`src/rtl/dmem_arbiter.sv`:
```
// Two-port data-memory arbiter: merges two request ports onto a split write/read memory interface,
// with round-robin or fixed priority and an exclusive lock mode for port 1.
module dmem_arbiter #(
   parameter int unsigned ADDRESS_WIDTH = 32,
   parameter int unsigned DATA_WIDTH    = 32,
   parameter bit          RR_EN         = 1'b1
) (
   input  logic                      i_clk,
   input  logic                      i_rst,
   input  logic                      i_p0_valid,
   output logic                      o_p0_ready,
   input  logic                      i_p0_we,
   input  logic [DATA_WIDTH/8-1:0]   i_p0_be,
   input  logic [ADDRESS_WIDTH-1:0]  i_p0_addr,
   input  logic [DATA_WIDTH-1:0]     i_p0_wdata,
   output logic                      o_p0_rvalid,
   output logic [DATA_WIDTH-1:0]     o_p0_rdata,
   input  logic                      i_p1_valid,
   output logic                      o_p1_ready,
   input  logic                      i_p1_we,
   input  logic [DATA_WIDTH/8-1:0]   i_p1_be,
   input  logic [ADDRESS_WIDTH-1:0]  i_p1_addr,
   input  logic [DATA_WIDTH-1:0]     i_p1_wdata,
   output logic                      o_p1_rvalid,
   output logic [DATA_WIDTH-1:0]     o_p1_rdata,
   input  logic                      i_p1_lock,
   output logic                      o_locked,
   output logic                      o_mea,
   output logic [DATA_WIDTH/8-1:0]   o_wea,
   output logic [ADDRESS_WIDTH-1:0]  o_adra,
   output logic [DATA_WIDTH-1:0]     o_da,
   output logic                      o_meb,
   output logic [ADDRESS_WIDTH-1:0]  o_adrb,
   input  logic [DATA_WIDTH-1:0]     i_qb
);

   localparam int unsigned BE_W = DATA_WIDTH / 8;

   typedef enum logic [1:0] {ARB, DRAIN, LOCKED} state_t;

   state_t                  state_q;
   logic                    prio_q;
   logic [1:0]              rv_q;
   logic [DATA_WIDTH-1:0]   hold0_q;
   logic [DATA_WIDTH-1:0]   hold1_q;

   logic                    grant0;
   logic                    grant1;
   logic                    acc;
   logic                    rd_acc;
   logic                    sel_we;
   logic [BE_W-1:0]         sel_be;
   logic [ADDRESS_WIDTH-1:0] sel_addr;
   logic [DATA_WIDTH-1:0]   sel_wdata;

   // Grant decision: prio_q names the port that wins a tie in round-robin mode.
   always_comb begin
      grant0 = 1'b0;
      grant1 = 1'b0;
      if (!i_rst) begin
         case (state_q)
            ARB: begin
               if (i_p0_valid && i_p1_valid) begin
                  if (RR_EN && prio_q) grant1 = 1'b1;
                  else                 grant0 = 1'b1;
               end else begin
                  grant0 = i_p0_valid;
                  grant1 = i_p1_valid;
               end
            end
            LOCKED:  grant1 = i_p1_valid;
            default: ;
         endcase
      end
   end

   assign o_p0_ready = grant0;
   assign o_p1_ready = grant1;
   assign acc        = grant0 | grant1;

   assign sel_we    = grant1 ? i_p1_we    : i_p0_we;
   assign sel_be    = grant1 ? i_p1_be    : i_p0_be;
   assign sel_addr  = grant1 ? i_p1_addr  : i_p0_addr;
   assign sel_wdata = grant1 ? i_p1_wdata : i_p0_wdata;
   assign rd_acc    = acc & ~sel_we;

   // Memory ports are driven in the accept cycle itself.
   assign o_mea  = acc & sel_we;
   assign o_wea  = (acc && sel_we) ? sel_be : BE_W'(0);
   assign o_adra = sel_addr;
   assign o_da   = sel_wdata;
   assign o_meb  = rd_acc;
   assign o_adrb = sel_addr;

   // Read data arrives from memory one cycle after accept; the hold registers keep the last value.
   assign o_p0_rvalid = rv_q[0] & ~i_rst;
   assign o_p1_rvalid = rv_q[1] & ~i_rst;
   assign o_p0_rdata  = i_rst ? DATA_WIDTH'(0) : (rv_q[0] ? i_qb : hold0_q);
   assign o_p1_rdata  = i_rst ? DATA_WIDTH'(0) : (rv_q[1] ? i_qb : hold1_q);
   assign o_locked    = (state_q == LOCKED) & i_p1_lock & ~i_rst;

   always_ff @(posedge i_clk) begin
      if (i_rst) begin
         state_q <= ARB;
         prio_q  <= 1'b0;
         rv_q    <= 2'b00;
         hold0_q <= DATA_WIDTH'(0);
         hold1_q <= DATA_WIDTH'(0);
      end else begin
         if (acc) prio_q <= grant0;
         rv_q <= {grant1 & ~i_p1_we, grant0 & ~i_p0_we};
         if (rv_q[0]) hold0_q <= i_qb;
         if (rv_q[1]) hold1_q <= i_qb;
         // DRAIN never grants, so the only response in flight is the one completing now.
         case (state_q)
            ARB:     if (i_p1_lock) state_q <= DRAIN;
            DRAIN: begin
               if (!i_p1_lock)   state_q <= ARB;
               else if (!rd_acc) state_q <= LOCKED;
            end
            LOCKED:  if (!i_p1_lock) state_q <= ARB;
            default: state_q <= ARB;
         endcase
      end
   end

endmodule

```
`config.mk`:
```
export PLATFORM = sky130hd
export DESIGN_NAME = dmem_arbiter
export DESIGN_NICKNAME = d
export VERILOG_FILES = /design/src/rtl/dmem_arbiter.sv
export SDC_FILE = /design/constraint.sdc
export NUM_CORES = 1
export LEC_CHECK = 0
export CAP_MARGIN = 20
export CORE_AREA = 4 4 132 134
export CTS_CLUSTER_DIAMETER = 120
export CTS_CLUSTER_SIZE = 16
export DETAILED_ROUTE_END_ITERATION = 16
export DIE_AREA = 0 0 136 138
export GPL_TIMING_DRIVEN = 0
export PLACE_DENSITY_LB_ADDON = 0.15
export REMOVE_ABC_BUFFERS = 1
export SYNTH_ARGS = -nofsm -noshare
export SYNTH_HDL_FRONTEND = slang
export SYNTH_SLANG_ARGS = --single-unit
```
`constraint.sdc`:
```
create_clock -name i_clk -period 1.71 [get_ports i_clk]
set_input_delay 0.171 -clock i_clk [delete_from_list [all_inputs] [get_ports i_clk]]
set_output_delay 0.171 -clock i_clk [all_outputs]
set_load 0.02 [all_outputs]
```
==> summary.txt, run 1 <==
Place
  – Placer Congestion: ~0.84
  – Post-DP HPWL: approximately 14000 um
  – IO Port Bufs: ~350
  – Placed Cells: ~870
  – Post-Place Setup Slack: -1.43 ns

Global route
  – Tot GR Track Use: between 10% and 20%
  – Largest net degree at the start of global routing: 41
  – Initial antenna violation count: 2
  – Vias in the first global route: approximately 4200
  – First-pass GRT wire length: roughly 26000 um
  – Grt total ovfl: 0

Pwr
  – Cell Pwr Density: 667 mW/mm2
  – Switching share of power: 28.2%
  – Internal: between 3000 and 4000 uW
  – VDD IR max: about 0.00034 V
  – Static leakage: between 0.003 and 0.004 uW
  – Net switching power: 1540 uW
  – Sequential share of power: between 30% and 40%
  – Comb power frac: ~36%
  – Clock share of power: 32.9%
  – Total power: around 5400 uW

Timing
  – Final count of pins violating max slew: 0
  – Final worst slack: -0.365 ns
  – Worst Skew: roughly 0.0047 ns
  – Worst slew pin tran: 0.642 ns
  – Fmax: ~0.48 GHz
  – WHS: about 0.40 ns
  – RSZ-0062 raised after global routing: yes
  – Fin crit share: 121%
  – Slew headroom: roughly 57%
  – Fin. Hold Viols: 0
  – Post-layout minimum cycle time: roughly 2.1 ns
  – Final setup vio count: approximately 100

Detailed routing
  – Via Count: slightly below 4000
  – 1st-iter DRT viols: between 80 and 90
  – Drt first pass iters: 4
  – Wirelength per Cell: roughly 20 um
  – Via density: 4.23
  – Post-DRT Antenna Nets: 0
  – DRC violations left: 0
  – Final wirelength: 18200 um

Floorplan
  – Die Width: ~140 um
  – Io pins: around 350
  – Die area: 0.0188 mm2
  – Row Count: 47
  – Area of the core: around 0.016 mm2
  – Initial Utilization: between 20% and 30%
  – Die Span Y: between 100 and 150 um

Setup path
  – Crit path buf inv count: 4
  – WP data arrival: ~1.9 ns
  – Critical path data required time: 1.54 ns
  – CP top delay family: buffers and inverters
  – Crit Path Category: reg -> out
  – CP max-delay cell: mux2_4
  – CP Launch Type: flip-flop
  – CP Cell Sequence: nand2b_4, o211ai_4, buf_12, buf_12, buf_6, mux2_4, buf_6
  – CP peak stage delay: approximately 0.35 ns
  – Crit path max fanout: 5
  – Crit. End Element: primary output

CTS
  – Worst-Skew Late Latency: around 0.33 ns
  – Clock H-tree levels: 3
  – Worst-path clk slew: roughly 0.06 ns
  – Clock root buffer: clkbuf_16
  – Longest Clk Path Bufs: 2
  – Cts bufs inserted: 9
  – Clk sinks: around 70
  – TritonCTS clock tree: yes
  – Hold_buf cts: 0

Run status
  – Outcome: complete, but fails checks
  – Violations in the final reports: negative setup slack

Logic synthesis
  – Sequential fraction of the synthesis area: a little under two fifths
  – Mapped cell area: 0.00372 mm2
  – Synth top area cells: dfxtp_1 37%, mux2i_1 17%, mux2_4 11%, mux2_2 11%, nor2_1 6.7%
  – Mean post-synth cell area: 10.6 um2
  – Mapped Cells: approximately 350
  – Synth top area share: about 37%
  – Yosys reg bits: 69
  – Synth warnings: 0
  – Area leader, netlist: dfxtp_1
  – Post-synthesis cell type count: 31

Cells and area
  – Nets@finish: 875
  – Post-route insts no fill: slightly above 900
  – P&R area growth vs syn: 120%
  – Layout cell share with drive strength beyond 1: between 40% and 50%

Flow run
  – Total of max-cap violations: 0

Worst hold path
  – Hold Path Class: in -> reg
-- placed cells by master (no fill, tap or decap), types with 5 or more instances in the layout --
master / count
buf_2: 17
nor2_1: 66
buf_4: 17
dfxtp_1: 64
buf_12: 11
clkdlybuf4s15_1: 7
clkdlybuf4s50_1: 172
clkbuf_16: 11
buf_16: 5
mux2_4: 64
dlygate4sd2_1: 8
clkbuf_2: 38
buf_6: 110
mux2i_1: 63
-- power groups by stage --
stage / registers [uW] / clock network (uW) / logic [uW]
floorplan: 1730 / 0 / 667
global placement: 1740 / 0 / 1650
detailed placement: 1730 / 0 / 1690
CTS: 1690 / 1860 / 1850
global route: 1690 / 1930 / 2060
finish: 1690 / 1790 / 1970
-- path summary, 6_finish.rpt --
kind / start / to / slack (ns) / depth (start not counted)
worst max-delay path: state_q[1] / o_adra[26] / -0.36 / 7
worst min-delay path: i_rst / hold1_q[30] / 0.40 / 2
worst max register to register: state_q[1] / rv_q[0] / 0.33 / 6
worst min register to register: hold1_q[30] / hold1_q[30] / 0.50 / 2
-- Yosys cell counts, drive strengths merged --
cell,number
xnor2,1
dfxtp,69
nand2,4
a2111oi,5
nor3b,1
o211ai,1
o21ai,1
a211o,1
mux2,64
buf,47
o22ai,1
or2,1
nor4b,1
nor4bb,1
a31o,4
nor2,67
mux2i,64
a21o,1
nand2b,2
nor2b,2
clkbuf,9
inv,4
a21oi,1
-- per-stage QoR --
stage / setup TNS [ns] / util, % / area [um2]
2_1_floorplan: -123.29 / - / 3340
3_3_place_gp: -505.47 / 43.4 / 7070
3_5_place_dp: -127.64 / 44.0 / 7160
4_1_cts: -37.08 / 48.8 / 7950
5_1_grt: -36.76 / 50.1 / 8170
6_report: -30.97 / 50.1 / 8170
-- kinds of logic after synthesis --
group	share of synthesized area [%]
xor+xnor	0.236
flops	37.1
mux	39.4
buf+inv	10.6
simple gates	8.98
compound gates	3.57
-- worst register-to-register path, stage by stage, from the launching register on --
cell	delay [ns]
dfxtp_2	0.32
nand2b_4	0.16
buf_12	0.14
buf_6	0.11
a211o_1	0.33
buf_4	0.16
nor2_1	0.09
-- layer usage --
metal  part of all wire (%)  wire [um]  vias up  track usage [%]
li1                       -          -     1888                -
met1                     34       6210     1809             18.6
met2                     53       9650      189             33.4
met3                    9.5       1720       35             7.45
met4                    3.5        630        0             8.28
met5                      0          0        -                0
-- layout make-up --
type                    instances  area, um2
diodes                          3       7.51
clock buffers                   9        225
clock inverters                 7       66.3
fillers                      1480       8120
inverters                       4       17.5
multi-input cells             224       2200
flip-flops and latches         69       1400
well taps                     220        275
repair buffers                392       3980
-- timing repair --
item,4_1_cts,5_1_grt
pin swaps,7,7
endpoints found under the setup margin,171,155
setup buffers,27,10
resized for setup,716,194
hold endpoints to repair,0,0
gates cloned,7,2
-- registers in the layout, summed over array words and instances, names as in the netlist --
signal and count:
hold1_q 32, hold0_q 32, prio_q 1, state_q 2, rv_q 2
No activity file was read; power rests on OpenSTA's default activity.
==> run 2, diff against run 1 <==
--- a/config.mk
+++ b/config.mk
@@ -7,11 +7,13 @@
 export LEC_CHECK = 0
 export CAP_MARGIN = 20
 export CORE_AREA = 4 4 132 134
+export CTS_BUF_LIST = sky130_fd_sc_hd__clkbuf_4 sky130_fd_sc_hd__clkbuf_8 sky130_fd_sc_hd__clkbuf_16
 export CTS_CLUSTER_DIAMETER = 120
 export CTS_CLUSTER_SIZE = 16
 export DETAILED_ROUTE_END_ITERATION = 16
 export DIE_AREA = 0 0 136 138
 export GPL_TIMING_DRIVEN = 0
+export MAX_ROUTING_LAYER = met4
 export PLACE_DENSITY_LB_ADDON = 0.15
 export REMOVE_ABC_BUFFERS = 1
 export SYNTH_ARGS = -nofsm -noshare
==> summary.txt, run 2 (synthesis gave the netlist of run 1 again) <==
Floorplan
  – Area of the core: 0.0163 mm2 (unchanged)
  – Row Count: 47 (unchanged)
  – Initial Utilization: 22.8% (unchanged)
  – Die Span Y: 138 um (unchanged)
  – Die Width: 136 um (unchanged)
  – Die area: 0.0188 mm2 (unchanged)
  – Io pins: 346 (unchanged)

CTS
  – TritonCTS clock tree: yes
  – Clock H-tree levels: 3 (unchanged)
  – Clk sinks: 69 (unchanged)
  – Clock root buffer: clkbuf_16
  – Worst-Skew Late Latency: 0.32 ns (about the same)
  – Worst-path clk slew: 0.06 ns (about the same)
  – Longest Clk Path Bufs: 2 (unchanged)
  – Cts bufs inserted: 9 (unchanged)

Setup path
  – Crit Path Category: reg -> out
  – Crit. End Element: primary output
  – Critical path data required time: 1.54 ns (about the same)
  – WP data arrival: 1.89 ns (about the same)
  – Worst R2R Path Depth: 6 (unchanged)
  – Setup crit start: state_q[1]
  – R2r endpoint: rv_q[0]
  – Reg2reg start: state_q[1]
  – Crit path max fanout: 5 (unchanged)
  – CP Launch Type: flip-flop
  – Worst R2R Setup Slack: 0.33 ns (about the same)

Pwr
  – VDD IR max: 0.000336 V (-0.70%)
  – Cell Pwr Density: 667 mW/mm2 (about the same)
  – Clock share of power: 32.8% (about the same)
  – Sequential share of power: 31.0% (about the same)
  – Switching share of power: 28.2% (-0.033 points)
  – Internal: 3910 uW (about the same)
  – Total power: 5450 uW (about the same)
  – Net switching power: 1540 uW (-0.17%)
  – Comb power frac: 36.1% (about the same)
  – Static leakage: 0.00363 uW (about the same)

Timing
  – Final worst slack: -0.355 ns (+0.00989 ns)
  – Fmax: 0.484 GHz (+0.48%)
  – RSZ-0062 raised after global routing: yes
  – Total negative slack: -30.89 ns (+0.0761 ns)
  – Worst slew pin tran: 0.645 ns (+0.00365 ns)
  – Final setup vio count: 104 (unchanged)
  – Slew headroom: 57.0% (-0.24 points)
  – Worst Skew: 0.00396 ns (-0.000777 ns)
  – Post-layout minimum cycle time: 2.06 ns (-0.00990 ns)
  – Final count of pins violating max slew: 0 (unchanged)
  – WHS: 0.404 ns (+0.00280 ns)
  – Fin. Hold Viols: 0 (unchanged)
  – Fin crit share: 121% (-0.58 points)

Cells and area
  – P&R area growth vs syn: 120% (about the same)
  – Layout cell share with drive strength beyond 1: 43.3% (+0.14 points)
  – Commonest non-fill, non-tap cells in the layout: 172 x clkdlybuf4s50_1, 110 x buf_6, 66 x nor2_1
  – Sequential cell area: 0.00140 mm2 (unchanged)
  – Commonest non-fill, non-tap cell in the layout: clkdlybuf4s50_1
  – Multi-input logic area: 0.00220 mm2 (unchanged)
  – Nets@finish: 875 (unchanged)
  – Top Registers: hold0_q (32), hold1_q (32)
  – Filler cell count: 1481 (+0.068%)
  – Design area: 0.00817 mm2 (about the same)

Global route
  – Tot GR Track Use: 19.1% (+0.57 points)
  – Grt total ovfl: 0 (unchanged)
  – Vias in the first global route: 4248 (+0.81%)
  – Largest net degree at the start of global routing: 41 (unchanged)
  – Initial antenna violation count: 2 (unchanged)
  – First-pass GRT wire length: 26100 um (-0.42%)

Detailed routing
  – Wirelength per Cell: 19.6 um (about the same)
  – DRC violations left: 0 (unchanged)
  – Via Count: 3945 (+0.61%)
  – 1st-iter DRT viols: 70 (-15%)
  – Via density: 4.25 (+0.61%)
  – Final wirelength: 18200 um (about the same)
  – Post-DRT Antenna Nets: 0 (unchanged)
  – Drt first pass iters: 4 (unchanged)

Worst hold path
  – Hold endpoint: hold1_q[30]
  – Hold Path Class: in -> reg
  – Cells on Worst Hold Path: 2 (unchanged)
  – Hold_sp: i_rst

Place
  – Post-DP HPWL: 14400 um (unchanged)
  – Placed Area: 0.00716 mm2 (unchanged)
  – Placer Congestion: 0.854 (+1.6%)
  – IO Port Bufs: 345 (unchanged)

Flow run
  – Total of max-cap violations: 0 (unchanged)

Run status
  – Violations in the final reports: negative setup slack
  – Outcome: complete, but fails checks
==> run 2: changes by cell type in the layout (fill, tap and decap cells not counted), sizes merged <==
cell / delta
dlygate4sd2: -1
clkbuf: +1
==> run 2: layer usage <==
| metal | routed length (um) | track usage, % |
|---|---|---|
| met1 | 6200 | 18.8 |
| met2 | 9650 | 33.4 |
| met3 | 1740 | 7.23 |
| met4 | 629 | 8.12 |
| met5 | 0 | - |
==> run 2: what timing repair did <==
action,CTS,global route
pin swaps,7,7
hold buffers,0,0
setup endpoints to repair,171,156
buffers inserted,27,10
cloned,7,2
endpoints found under the hold margin,0,0
gates resized for setup,716,196
==> run 2: stage by stage <==
| stage | utilization [%] | instances | setup slack (ns) |
|---|---|---|---|
| floorplan | - | 296 | -1.06 |
| global placement | 43.4 | 861 | -3.14 |
| detailed placement | 44.0 | 866 | -1.43 |
| CTS | 48.8 | 916 | -0.477 |
| global route | 50.1 | 927 | -0.412 |
| finish | 50.1 | 928 | -0.355 |
==> run 2: worst max-delay path by stage <==
stage / to / slack, ns / depth (start not counted)
floorplan: o_wea[0] / -1.06 / 4
global placement: o_adra[26] / -3.14 / 5
detailed placement: o_adrb[13] / -1.43 / 7
CTS: o_da[9] / -0.48 / 7
global route: o_adra[0] / -0.41 / 7
finish: o_adra[20] / -0.35 / 7
==> run 2: power by group through the flow <==
stage,Combinational (uW),Clock [uW],Sequential (uW)
detailed placement,1690,0,1730
floorplan,667,0,1730
CTS,1850,1860,1690
finish,1970,1790,1690
global placement,1650,0,1740
global route,2060,1930,1690
==> run 2: worst max-delay path, cell delays in order, from the launching register on <==
cell and delay, ns:
dfxtp_2 0.32, nand2b_4 0.16, o211ai_4 0.19, buf_12 0.15, buf_12 0.13, buf_6 0.12
mux2_4 0.33, buf_4 0.17
==> run 2: area by class of cell <==
class                           instances  share of cell area [%]
Clock inverter                          7                   0.812
Sequential cell                        69                    17.1
Clock buffer                            9                    2.76
Antenna cell                            3                  0.0919
Timing Repair Buffer                  392                    48.6
Tap cell                              220                    3.37
Multi-Input combinational cell        224                    27.0
Inverter                                4                   0.215
==> run 3, diff against run 2 <==
--- a/config.mk
+++ b/config.mk
@@ -6,16 +6,18 @@
 export NUM_CORES = 1
 export LEC_CHECK = 0
 export CAP_MARGIN = 20
-export CORE_AREA = 4 4 132 134
+export CORE_AREA = 4 4 131 133
 export CTS_BUF_LIST = sky130_fd_sc_hd__clkbuf_4 sky130_fd_sc_hd__clkbuf_8 sky130_fd_sc_hd__clkbuf_16
 export CTS_CLUSTER_DIAMETER = 120
 export CTS_CLUSTER_SIZE = 16
 export DETAILED_ROUTE_END_ITERATION = 16
-export DIE_AREA = 0 0 136 138
+export DIE_AREA = 0 0 135 137
+export DONT_BUFFER_PORTS = 1
 export GPL_TIMING_DRIVEN = 0
 export MAX_ROUTING_LAYER = met4
 export PLACE_DENSITY_LB_ADDON = 0.15
 export REMOVE_ABC_BUFFERS = 1
+export SETUP_SLACK_MARGIN = 0.1
 export SYNTH_ARGS = -nofsm -noshare
 export SYNTH_HDL_FRONTEND = slang
 export SYNTH_SLANG_ARGS = --single-unit
==> summary.txt, run 3 (synthesis gave the netlist of run 1 again) <==
Cells and area
  – Nets@finish: 519 (-41%)
  – Post-route insts no fill: 565 (-39%)
  – Top Registers: hold0_q (32), hold1_q (32)
  – Commonest non-fill, non-tap cells in the layout: 64 x mux2i_1, 64 x dfxtp_1, 60 x mux2_4
  – Layout cell share with drive strength beyond 1: 44.4% (+1.2 points)
  – ANT cells: 0 (-3)
  – P&R area growth vs syn: 26.5%
  – Design area: 0.00471 mm2 (-42%)

Setup path
  – CP Cell Sequence: nand2b_4, o211ai_4, buf_12, buf_12, buf_16, mux2_4
  – Setup crit start: state_q[1]
  – Crit. End Element: primary output
  – CP Launch Type: flip-flop
  – Crit Path Category: reg -> out
  – Critical path data required time: 1.54 ns (about the same)
  – CP max-delay cell: mux2_4
  – Crit path max fanout: 7 (+2)
  – Top cell by count, worst path: buf_12
  – Reg2reg start: state_q[1]
  – CP peak stage delay: 0.39 ns (+0.06 ns)
  – WP data arrival: 1.84 ns (-0.05 ns)

Pwr
  – Total power: 4320 uW (-21%)
  – Static leakage: 0.00189 uW (-48%)
  – VDD IR max: 0.000418 V (+25%)
  – Cell Pwr Density: 918 mW/mm2 (+38%)
  – Internal: 3050 uW (-22%)
  – Net switching power: 1270 uW (-17%)
  – Clock share of power: 37.6% (+4.8 points)
  – Switching share of power: 29.5% (+1.3 points)
  – Sequential share of power: 39.0% (+8.0 points)
  – Comb power frac: 23.4% (-13 points)

Timing
  – Fmax: 0.498 GHz (+2.9%)
  – RSZ-0062 raised after global routing: yes
  – Total negative slack: -23.14 ns (+7.75 ns)
  – Worst slew pin tran: 1.00 ns (+0.357 ns)
  – Fin crit share: 117% (-3.4 points)
  – WHS: 0.0212 ns (-0.383 ns)
  – Post-layout minimum cycle time: 2.01 ns (-0.0583 ns)
  – Final count of pins violating max slew: 0 (unchanged)
  – Fin. Hold Viols: 0 (unchanged)
  – Final worst slack: -0.296 ns (+0.0583 ns)
  – Slew headroom: 33.1% (-24 points)
  – Final setup vio count: 106 (+1.9%)
  – Worst Skew: 0.00687 ns (+0.00291 ns)

Floorplan
  – Die Span Y: 137 um (-0.72%)
  – Area of the core: 0.0158 mm2 (-2.8%)
  – Io pins: 346 (unchanged)
  – Die area: 0.0185 mm2 (-1.5%)
  – Row Count: 46 (-2.1%)
  – Die Width: 135 um (-0.74%)
  – Initial Utilization: 23.5% (+0.67 points)

CTS
  – Cts bufs inserted: 9 (unchanged)
  – Longest Clk Path Bufs: 2 (unchanged)
  – Worst-Skew Late Latency: 0.33 ns (about the same)
  – Worst-path clk slew: 0.06 ns (about the same)
  – Clock H-tree levels: 3 (unchanged)
  – Clock root buffer: clkbuf_16
  – Clk sinks: 69 (unchanged)
  – TritonCTS clock tree: yes

Global route
  – Tot GR Track Use: 15.3% (-3.9 points)
  – First-pass GRT wire length: 19700 um (-25%)
  – Grt total ovfl: 0 (unchanged)
  – Vias in the first global route: 2733 (-36%)
  – Largest net degree at the start of global routing: 58 (+41%)
  – Initial antenna violation count: 0 (-2)

Place
  – Post-DP HPWL: 11300 um (-21%)
  – Placed Area: 0.00369 mm2 (-48%)
  – Placed Cells: 516 (-40%)
  – IO Port Bufs: 0 (-100%)
  – Placer Congestion: 0.803 (-6.0%)

Flow run
  – Total of max-cap violations: 0 (unchanged)

Run status
  – Outcome: complete, but fails checks
  – Violations in the final reports: negative setup slack

Detailed routing
  – DRC violations left: 0 (unchanged)
  – Via Count: 2604 (-34%)
  – Final wirelength: 14900 um (-18%)
  – Drt first pass iters: 4 (unchanged)
  – Wirelength per Cell: 26.3 um (+34%)
  – Post-DRT Antenna Nets: 0 (unchanged)
  – 1st-iter DRT viols: 67 (-4.3%)
  – Via density: 4.61 (+8.4%)

Worst hold path
  – Hold_sp: i_rst
  – Hold Path Class: in -> reg
run 3: cell count changes in the layout (fill, tap and decap cells not counted), sizes merged, moves of 3 or more:
cell           previous run  this run
clkdlybuf4s15            10         0
clkbuf                   50        10
clkdlybuf4s50           172         0
diode                     3         0
buf                     162        32
dlygate4sd2               7         0
dlygate4sd3               0         4
run 3: routing by layer:
layer	global-route usage, %	up-vias	share of wire (%)
met4	4.48	0	1.5
met2	25.5	173	51
met3	8.53	16	14
li1	-	1173	-
met5	-	-	0
met1	15.4	1242	34
run 3: through the flow:
step | worst slack, ns | util (%)
CTS | -0.357 | 29.5
global route | -0.360 | 29.7
finish | -0.296 | 29.7
detailed placement | -0.490 | 23.3
floorplan | -1.06 | -
global placement | -1.46 | 22.8
run 3: cell type report:
type	count	area (um2)
clock buffer	10	233
clock inverter	6	30.0
fill	1626	11100
inverter	4	22.5
multi-input combinational	223	2190
sequential	69	1400
tap	216	270
timing repair buffer	37	567
run 3: worst max-delay path, delay by kind of cell, from the launching register on:
family / cells / cell delay (ns)
and+or+nand+nor: 1 / 0.14
AOI/OAI and AO/OA: 1 / 0.24
buffers and inverters: 3 / 0.41
muxes: 1 / 0.39
DFF: 1 / 0.31
run 3: power groups by stage:
| stage | clock [uW] | sequential (uW) | combinational [uW] |
|---|---|---|---|
| 2_1_floorplan | 0 | 1730 | 667 |
| 3_3_place_gp | 0 | 1740 | 762 |
| 3_5_place_dp | 0 | 1720 | 792 |
| 4_1_cts | 1700 | 1680 | 1020 |
| 5_1_grt | 1780 | 1690 | 1060 |
| 6_report | 1620 | 1680 | 1010 |
run 3: worst paths after layout:
kind	cells after the start	endpoint	slack, ns
worst max-delay path	6	o_adra[21]	-0.30
worst min register to register	2	state_q[0]	0.52
worst max register to register	5	rv_q[0]	0.44
worst min-delay path	1	hold1_q[6]	0.02
run 3: repair_timing:
item,4_1_cts,5_1_grt
setup buffers,19,4
gates resized for setup,84,22
endpoints found under the hold margin,18,13
hold buffers,4,1
setup endpoints to repair,159,131
pin swaps,6,3
cloned,8,0
